### config.mk
export PLATFORM = sky130hd
export DESIGN_NAME = chip8_sprite_draw_flat
export DESIGN_NICKNAME = d
export VERILOG_FILES = /design/src/rtl/chip8_sprite_draw_if.sv /design/src/rtl/chip8_sprite_draw.sv /design/src/flat_wrapper.sv
export SDC_FILE = /design/constraint.sdc
export NUM_CORES = 1
export LEC_CHECK = 0
export ABC_AREA = 0
export CELL_PAD_IN_SITES_DETAIL_PLACEMENT = 1
export CELL_PAD_IN_SITES_GLOBAL_PLACEMENT = 2
export CORE_MARGIN = 3
export CORE_UTILIZATION = 32
export DETAILED_ROUTE_END_ITERATION = 6
export GPL_TIMING_DRIVEN = 0
export HOLD_SLACK_MARGIN = 0.02
export PLACE_DENSITY = 0.87
export SYNTH_ARGS = -nofsm -noshare
export SYNTH_HDL_FRONTEND = slang
export SYNTH_SLANG_ARGS = --single-unit
### constraint.sdc
create_clock -name clk_in -period 3.1 [get_ports clk_in]
set_input_delay 0.62 -clock clk_in [delete_from_list [all_inputs] [get_ports clk_in]]
set_output_delay 0.62 -clock clk_in [all_outputs]
set_load 0.01 [all_outputs]
### src/rtl/chip8_sprite_draw_if.sv
// chip8_sprite_draw_if
//   Video request port between the sprite draw engine and chip8_memory.
//   master : sprite draw engine (drives request, receives response)
//   slave  : memory block
//   mem_addr_out  request address (RAM byte or VRAM byte index)
//   mem_we_out    1 = write
//   mem_valid_out one-cycle request pulse
//   mem_data_out  write data
//   mem_type_out  0 = RAM, 1 = VRAM
//   mem_ready_in  memory can accept a request
//   mem_valid_in  outstanding request completed
//   mem_data_in   read data, valid with mem_valid_in
interface chip8_sprite_draw_if;
   logic [15:0] mem_addr_out;
   logic        mem_we_out;
   logic        mem_valid_out;
   logic [7:0]  mem_data_out;
   logic        mem_type_out;
   logic        mem_ready_in;
   logic        mem_valid_in;
   logic [7:0]  mem_data_in;

   modport master (
      output mem_addr_out, mem_we_out, mem_valid_out, mem_data_out, mem_type_out,
      input  mem_ready_in, mem_valid_in, mem_data_in
   );

   modport slave (
      input  mem_addr_out, mem_we_out, mem_valid_out, mem_data_out, mem_type_out,
      output mem_ready_in, mem_valid_in, mem_data_in
   );
endinterface

### src/rtl/chip8_sprite_draw.sv
// chip8_sprite_draw
//   CHIP-8 DXYN engine. Fetches N sprite rows from RAM at I, XORs each row
//   into the 64x32 1bpp VRAM by read-modify-write of at most two VRAM bytes
//   per row, and reports pixel collision for VF.
//   clk_in, rst_in       clock, synchronous active-high reset
//   start_in             one-cycle draw request (ignored while busy_out)
//   x_in, y_in, n_in     Vx, Vy, row count
//   i_in                 sprite base address
//   busy_out, done_out   draw in progress / one-cycle completion pulse
//   collision_out        VF result, held until the next accepted start
//   mem                  video request port (master side)
//   WRAP                 0 = clip at right/bottom edge, 1 = wrap
//   WIDTH                memory data width, must be 8
module chip8_sprite_draw #(
   parameter int WRAP  = 0,
   parameter int WIDTH = 8
) (
   input  logic                      clk_in,
   input  logic                      rst_in,
   input  logic                      start_in,
   input  logic [7:0]                x_in,
   input  logic [7:0]                y_in,
   input  logic [3:0]                n_in,
   input  logic [11:0]               i_in,
   output logic                      busy_out,
   output logic                      done_out,
   output logic                      collision_out,
   chip8_sprite_draw_if.master       mem
);

   typedef enum logic [2:0] {
      S_IDLE, S_SPR_RD, S_L_RD, S_L_WR, S_R_RD, S_R_WR, S_NEXT, S_DONE
   } state_t;

   state_t state_q, state_d;

   logic [5:0]       x0_q;
   logic [4:0]       y0_q;
   logic [3:0]       n_q, r_q;
   logic [11:0]      i_q;
   logic [WIDTH-1:0] spr_q, old_q;
   logic             pend_q, coll_q;

   logic             accept, rsp, can_issue, row_end;
   logic [5:0]       y_abs;
   logic [4:0]       y_row;
   logic [2:0]       col, col_r, off;
   logic             r_clip, l_need, r_need;
   logic [WIDTH-1:0] spr_cur, lmask, rmask;
   logic [2*WIDTH-1:0] mask_pair;

   logic             issue, issue_we, issue_type;
   logic [15:0]      issue_addr;
   logic [7:0]       issue_data;

   // Only the low bits of Vx/Vy select the start pixel.
   logic unused_ok;
   assign unused_ok = &{1'b0, x_in[7:6], y_in[7:5]};

   // DONE also accepts a start: busy_out is already low there.
   assign accept    = start_in && (state_q == S_IDLE || state_q == S_DONE);
   assign rsp       = pend_q && mem.mem_valid_in;
   assign can_issue = !pend_q && mem.mem_ready_in;

   assign y_abs  = {1'b0, y0_q} + {2'b00, r_q};
   assign y_row  = y_abs[4:0];
   assign col    = x0_q[5:3];
   assign off    = x0_q[2:0];
   assign col_r  = col + 3'd1;
   assign r_clip = (WRAP == 0) && (col == 3'd7);

   // Masks are needed in the sprite-read response cycle to pick the next
   // state, before the sprite byte lands in spr_q.
   assign spr_cur   = (state_q == S_SPR_RD) ? mem.mem_data_in : spr_q;
   assign mask_pair = {spr_cur, {WIDTH{1'b0}}} >> off;
   assign lmask     = mask_pair[2*WIDTH-1:WIDTH];
   assign rmask     = mask_pair[WIDTH-1:0];
   assign l_need    = (lmask != '0);
   assign r_need    = (rmask != '0) && !r_clip;

   assign row_end = (r_q == n_q) || ((WRAP == 0) && (y_abs > 6'd31));

   always_comb begin
      state_d    = state_q;
      issue      = 1'b0;
      issue_we   = 1'b0;
      issue_type = 1'b0;
      issue_addr = 16'h0000;
      issue_data = 8'h00;
      case (state_q)
         S_IDLE: if (accept) state_d = S_SPR_RD;
         S_SPR_RD: begin
            issue_addr = {4'h0, i_q + {8'h00, r_q}};
            if (!pend_q) begin
               if (row_end) state_d = S_DONE;
               else         issue   = mem.mem_ready_in;
            end else if (mem.mem_valid_in) begin
               state_d = l_need ? S_L_RD : (r_need ? S_R_RD : S_NEXT);
            end
         end
         S_L_RD: begin
            issue      = can_issue;
            issue_type = 1'b1;
            issue_addr = {8'h00, y_row, col};
            if (rsp) state_d = S_L_WR;
         end
         S_L_WR: begin
            issue      = can_issue;
            issue_we   = 1'b1;
            issue_type = 1'b1;
            issue_addr = {8'h00, y_row, col};
            issue_data = old_q ^ lmask;
            if (rsp) state_d = r_need ? S_R_RD : S_NEXT;
         end
         S_R_RD: begin
            issue      = can_issue;
            issue_type = 1'b1;
            issue_addr = {8'h00, y_row, col_r};
            if (rsp) state_d = S_R_WR;
         end
         S_R_WR: begin
            issue      = can_issue;
            issue_we   = 1'b1;
            issue_type = 1'b1;
            issue_addr = {8'h00, y_row, col_r};
            issue_data = old_q ^ rmask;
            if (rsp) state_d = S_NEXT;
         end
         S_NEXT: state_d = S_SPR_RD;
         S_DONE: state_d = accept ? S_SPR_RD : S_IDLE;
         default: state_d = S_IDLE;
      endcase
   end

   always_ff @(posedge clk_in) begin
      if (rst_in) begin
         state_q           <= S_IDLE;
         x0_q              <= '0;
         y0_q              <= '0;
         n_q               <= '0;
         r_q               <= '0;
         i_q               <= '0;
         spr_q             <= '0;
         old_q             <= '0;
         pend_q            <= 1'b0;
         coll_q            <= 1'b0;
         mem.mem_valid_out <= 1'b0;
         mem.mem_addr_out  <= '0;
         mem.mem_we_out    <= 1'b0;
         mem.mem_type_out  <= 1'b0;
         mem.mem_data_out  <= '0;
      end else begin
         state_q           <= state_d;
         mem.mem_valid_out <= issue;
         if (accept) begin
            x0_q   <= x_in[5:0];
            y0_q   <= y_in[4:0];
            n_q    <= n_in;
            i_q    <= i_in;
            r_q    <= '0;
            coll_q <= 1'b0;
         end
         if (state_q == S_NEXT) r_q <= r_q + 4'd1;
         // Request fields stay put until the next issue, so they are held
         // for the whole time the request is outstanding.
         if (issue) begin
            pend_q           <= 1'b1;
            mem.mem_addr_out <= issue_addr;
            mem.mem_we_out   <= issue_we;
            mem.mem_type_out <= issue_type;
            mem.mem_data_out <= issue_data;
         end else if (rsp) begin
            pend_q <= 1'b0;
         end
         if (rsp && state_q == S_SPR_RD) spr_q <= mem.mem_data_in;
         if (rsp && state_q == S_L_RD) begin
            old_q <= mem.mem_data_in;
            if ((mem.mem_data_in & lmask) != '0) coll_q <= 1'b1;
         end
         if (rsp && state_q == S_R_RD) begin
            old_q <= mem.mem_data_in;
            if ((mem.mem_data_in & rmask) != '0) coll_q <= 1'b1;
         end
      end
   end

   assign busy_out      = (state_q != S_IDLE) && (state_q != S_DONE);
   assign done_out      = (state_q == S_DONE);
   assign collision_out = coll_q;

endmodule

### src/flat_wrapper.sv
// flat-port wrapper written by rule: the top's interface ports become plain ports
module chip8_sprite_draw_flat 
#(
   parameter int WRAP  = 0,
   parameter int WIDTH = 8
)
  (clk_in, rst_in, start_in, x_in, y_in, n_in, i_in, busy_out, done_out, collision_out, mem_mem_addr_out, mem_mem_we_out, mem_mem_valid_out, mem_mem_data_out, mem_mem_type_out, mem_mem_ready_in, mem_mem_valid_in, mem_mem_data_in);
  chip8_sprite_draw_if mem_i ();
  input  logic clk_in;
  input  logic rst_in;
  input  logic start_in;
  input  logic [7:0] x_in;
  input  logic [7:0] y_in;
  input  logic [3:0] n_in;
  input  logic [11:0] i_in;
  output logic busy_out;
  output logic done_out;
  output logic collision_out;
  output wire logic [$bits(mem_i.mem_addr_out)-1:0] mem_mem_addr_out;
  output wire logic [$bits(mem_i.mem_we_out)-1:0] mem_mem_we_out;
  output wire logic [$bits(mem_i.mem_valid_out)-1:0] mem_mem_valid_out;
  output wire logic [$bits(mem_i.mem_data_out)-1:0] mem_mem_data_out;
  output wire logic [$bits(mem_i.mem_type_out)-1:0] mem_mem_type_out;
  input wire logic [$bits(mem_i.mem_ready_in)-1:0] mem_mem_ready_in;
  input wire logic [$bits(mem_i.mem_valid_in)-1:0] mem_mem_valid_in;
  input wire logic [$bits(mem_i.mem_data_in)-1:0] mem_mem_data_in;
  assign mem_mem_addr_out = mem_i.mem_addr_out;
  assign mem_mem_we_out = mem_i.mem_we_out;
  assign mem_mem_valid_out = mem_i.mem_valid_out;
  assign mem_mem_data_out = mem_i.mem_data_out;
  assign mem_mem_type_out = mem_i.mem_type_out;
  assign mem_i.mem_ready_in = mem_mem_ready_in;
  assign mem_i.mem_valid_in = mem_mem_valid_in;
  assign mem_i.mem_data_in = mem_mem_data_in;
  chip8_sprite_draw #(.WRAP(WRAP), .WIDTH(WIDTH)) u_core (.clk_in(clk_in), .rst_in(rst_in), .start_in(start_in), .x_in(x_in), .y_in(y_in), .n_in(n_in), .i_in(i_in), .busy_out(busy_out), .done_out(done_out), .collision_out(collision_out), .mem(mem_i));
endmodule
==> results of run 1 <==
[sequential cells by signal, indices dropped and copies added (netlist names), 3 cells and up]
register	count
u_core.i_q	12
u_core.mem.mem_addr_out	12
u_core.mem.mem_data_out	8
u_core.old_q	8
u_core.spr_q	8
u_core.x0_q	6
u_core.y0_q	5
u_core.n_q	4
u_core.r_q	4
u_core.state_q	3
[through the flow]
stage                     TNS (ns)  worst slack (ns)
after floorplan                  0             0.587
after global placement     -0.0791           -0.0683
after detailed placement    -0.104            -0.102
after CTS                        0             0.139
after global routing             0            0.0102
final                            0             0.154
[logic make-up after synthesis]
kind of cell,count (synthesis),synth area share
AOI/OAI and AO/OA,117,0.183
muxes,45,0.135
and+or+nand+nor,179,0.189
adders and majority gates,13,0.0419
buffers and inverters,41,0.0436
xor gates and xnor gates,26,0.0537
other,1,0.000884
DFF,75,0.354
[per-layer routing]
metal	GRT usage	vias up
met5	0	-
met4	0.0574	0
met3	0.0499	19
met2	0.324	64
met1	0.239	1941
li1	-	1917
[power by group through the flow]
stage	Clock, uW	Sequential [uW]	Combinational [uW]
2_1_floorplan	0	1180	1060
3_3_place_gp	0	1200	1510
5_1_grt	1230	1200	1690
6_report	1160	1180	1540
4_1_cts	1180	1180	1550
3_5_place_dp	0	1200	1550
[synth_stat cells, drive strengths merged, types with 3 or more instances]
master | number | area, um2
nor2 | 51 | 191
nand2b | 5 | 31.3
inv | 7 | 26.3
a21o | 7 | 52.6
nand3 | 7 | 35.0
nand2 | 83 | 312
dfxtp | 75 | 1500
mux2i | 30 | 313
mux4 | 7 | 165
a222oi | 3 | 30.0
clkbuf | 25 | 93.8
nor3 | 6 | 35.0
ha | 11 | 138
xor2 | 12 | 105
nor2b | 8 | 50.1
xnor2 | 14 | 123
a22o | 8 | 70.1
buf | 9 | 65.1
a21oi | 49 | 245
mux2 | 8 | 93.8
a22oi | 12 | 95.1
o21ai | 11 | 55.1
and3 | 5 | 31.3
a221oi | 6 | 52.6
[cell type report]
class                   count  area [um2]  area share
plain buffers              34         159      0.0293
clock buffers               9         225      0.0415
clock inverters             7         101      0.0187
inverters                   7        26.3     0.00484
multi-input cells         384        2570       0.473
flip-flops and latches     75        1500       0.277
well taps                 172         215      0.0396
repair buffers             63         631       0.116
[how the worst max path moves through the flow]
stage / cells after the start / start / end
floorplan: 9 / u_core.state_q[1] / u_core.state_q[1]
global placement: 7 / mem_mem_data_in[2] / u_core.state_q[1]
detailed placement: 7 / mem_mem_data_in[2] / u_core.state_q[1]
CTS: 9 / u_core.state_q[1] / u_core.state_q[1]
global route: 9 / u_core.state_q[1] / u_core.state_q[1]
finish: 9 / u_core.state_q[1] / u_core.state_q[1]
[worst min-delay path, cell delays in order, from the launching register on]
cell	delay (ns)
sky130_fd_sc_hd__dfxtp_1	0.31
sky130_fd_sc_hd__nand2_1	0.05
sky130_fd_sc_hd__a21oi_1	0.05
==> Flow_metrics.wiki, run 1 <==
{| class="wikitable"
! Metric !! Value
|-
| Max Transition Viols Final || 0
|-
| Number of sinks on the clock net || 75
|-
| Number of enable-type register cells in the synthesized netlist || 0
|-
| Leak || 0.00210 uW
|-
| Post-cts sizing count || 0
|-
| Remaining global-route overflow || 0
|-
| Ports placed on the boundary || 75
|-
| Worst hold path depth || 2
|-
| Number of buffers added for setup after CTS || 0
|-
| Via density || 5.25
|-
| Post-layout instance area || 5430 um2
|-
| Proportion of power drawn by flip-flops and latches || 0.304
|-
| Buffers plus inverters on the worst setup path || 2
|-
| Maximum number of pins on one net before global-route repair || 15
|-
| DIE AREA || 14700 um2
|-
| Synthesized instance count || 497
|-
| Remaining number of nets flagged by the antenna check after routing || 0
|-
| Critical path required time || 3.32 ns
|-
| Period utilisation layout || 0.950
|-
| Number of H-tree levels || 3
|-
| Max Root-Sink Buffers || 2
|-
| Uppermost signal routing layer after detailed routing || met4
|-
| Flops & latches, synth || 75
|-
| Switching power of the nets || 1470 uW
|-
| Hold-fix buffers, CTS || 0
|-
| Number of antenna violations at the first check in global routing || 0
|-
| Worst-Margin Slew || 1.08 ns
|-
| Num CTS Buffers || 9
|-
| Type of origin of the critical path || register
|-
| Number of diodes added for antenna fixing || 0
|-
| Number of filler cells placed in the layout || 1524
|-
| Worst Hold Path EP || u_core.mem.mem_addr_out[10]
|-
| Final Skew || 0.00846 ns
|-
| Beginning of the worst hold path || u_core.mem.mem_addr_out[10]
|-
| Most common cell after layout, fill and taps aside || sky130_fd_sc_hd__nand2_1
|-
| Overall die width || 121 um
|-
| HP Class || register to register
|-
| Slew HR || 0.273
|-
| Via count of the first global-routing pass || 4099
|-
| Synthesized area divided by synthesized cell count || 8.54 um2
|-
| Min Hold Slack || 0.458 ns
|-
| Dpl cells || 735
|-
| Worst Reg-to-Reg Cells || 9
|-
| Layout cell share with drive strength beyond 1 || 0.0725
|-
| Power density of the placed cells || 715 nW/um2
|-
| Met2 WL post-DR || 6.58 mm
|-
| Syn-to-layout area delta || 27.9%
|-
| Total track usage || 0.191
|-
| Start-to-end type of the worst setup path || register to register
|-
| Fraction of registers with async set or reset after synthesis || 0
|-
| Post-placement cell area || 5100 um2
|-
| Reg-to-reg critical path endpoint || u_core.state_q[1]
|-
| Worst reg2reg startpoint || u_core.state_q[1]
|-
| # port buffers || 63
|-
| Largest fanout on the critical path || 10
|-
| Post-DR wirelength/cell || 18.2 um
|-
| CTS tree || yes
|-
| Fraction of power spent switching nets || 0.380
|-
| Cell area after synthesis || 4240 um2
|-
| Starting utilization of the core area || 0.332
|-
| Internal power || 2410 uW
|-
| Capturing element type of the critical path || register
|-
| Number of cells in the finished layout apart from fillers || 751
|-
| Clock period minus worst slack || 2.95 ns
|-
| Commonest register cell after synthesis || sky130_fd_sc_hd__dfxtp_1
|-
| Proportion of power drawn by combinational gates || 0.397
|-
| Total number of nets in the final design || 632
|-
| Total half-perimeter wirelength after legalization and detailed placement || 10.2 mm
|-
| Die extent in y || 121 um
|-
| Unique cell type count in the Yosys netlist || 62
|-
| Total number of vias || 3941
|-
| Core area || 12800 um2
|-
| Clk Latency, worst-skew pair || 0.35 ns
|-
| Cell at the slowest stage of the critical path || sky130_fd_sc_hd__mux4_2
|-
| Commonest non-fill, non-tap cells in the layout || 83 x sky130_fd_sc_hd__nand2_1, 75 x sky130_fd_sc_hd__dfxtp_1, 63 x sky130_fd_sc_hd__clkdlybuf4s50_1, 51 x sky130_fd_sc_hd__nor2_1, 49 x sky130_fd_sc_hd__a21oi_1
|-
| Longest individual stage delay on the worst path || 0.59 ns
|-
| Routed wire length || 13.6 mm
|-
| Yosys Warn Count || 0
|-
| Post-synthesis sequential area ratio || 0.354
|-
| Number of failing setup endpoints in the final timing report || 0
|-
| Final weighted congestion in routability-driven placement || 0.861
|-
| Highest attainable clock frequency || 339 MHz
|-
| Result of the run || finished clean
|-
| Initial DRT Pass Iterations || 4
|-
| Hold Fails Final Rpt || 0
|-
| Critical path arrival || 3.16 ns
|-
| Utilization of the core after routing || 0.425
|-
| Overall power consumption || 3880 uW
|-
| Clock network fraction of design power || 0.299
|-
| Max-cap viol count || 0
|-
| Worst setup slack for register-to-register paths || 0.15 ns
|-
| Detailed-route DRC error count || 0
|-
| Peak supply drop || 0.289 mV
|-
| Count of standard-cell rows || 41
|-
| Clock slew at reported path FFs || 0.06 ns
|-
| CTS root buf || sky130_fd_sc_hd__clkbuf_16
|-
| RSZ-0062 raised after global routing || no
|-
| Global-route wire length before repair || 21.6 mm
|-
| Met3 wire length || 485 um
|-
| CP delay by family, top || compound AO/OA/AOI/OAI gates
|-
| Cells along the critical path || buf_2 -> nor3b_4 -> buf_6 -> mux4_2 -> mux2i_1 -> a2bb2oi_1 -> o211ai_1 -> o311ai_1 -> o31ai_1
|-
| Drt first-iter violations || 123
|-
| Met1 Routed Length || 6.31 mm
|}
Power figures use the tool's default switching activity.
==> inputs of run 2 (changes only) <==
--- a/config.mk
+++ b/config.mk
@@ -10,6 +10,7 @@
 export CELL_PAD_IN_SITES_GLOBAL_PLACEMENT = 2
 export CORE_MARGIN = 3
 export CORE_UTILIZATION = 32
+export CTS_CLUSTER_SIZE = 10
 export DETAILED_ROUTE_END_ITERATION = 6
 export GPL_TIMING_DRIVEN = 0
 export HOLD_SLACK_MARGIN = 0.02
==> results of run 2 <==
The final DEF is identical to that of run 1; final timing and power are the same.
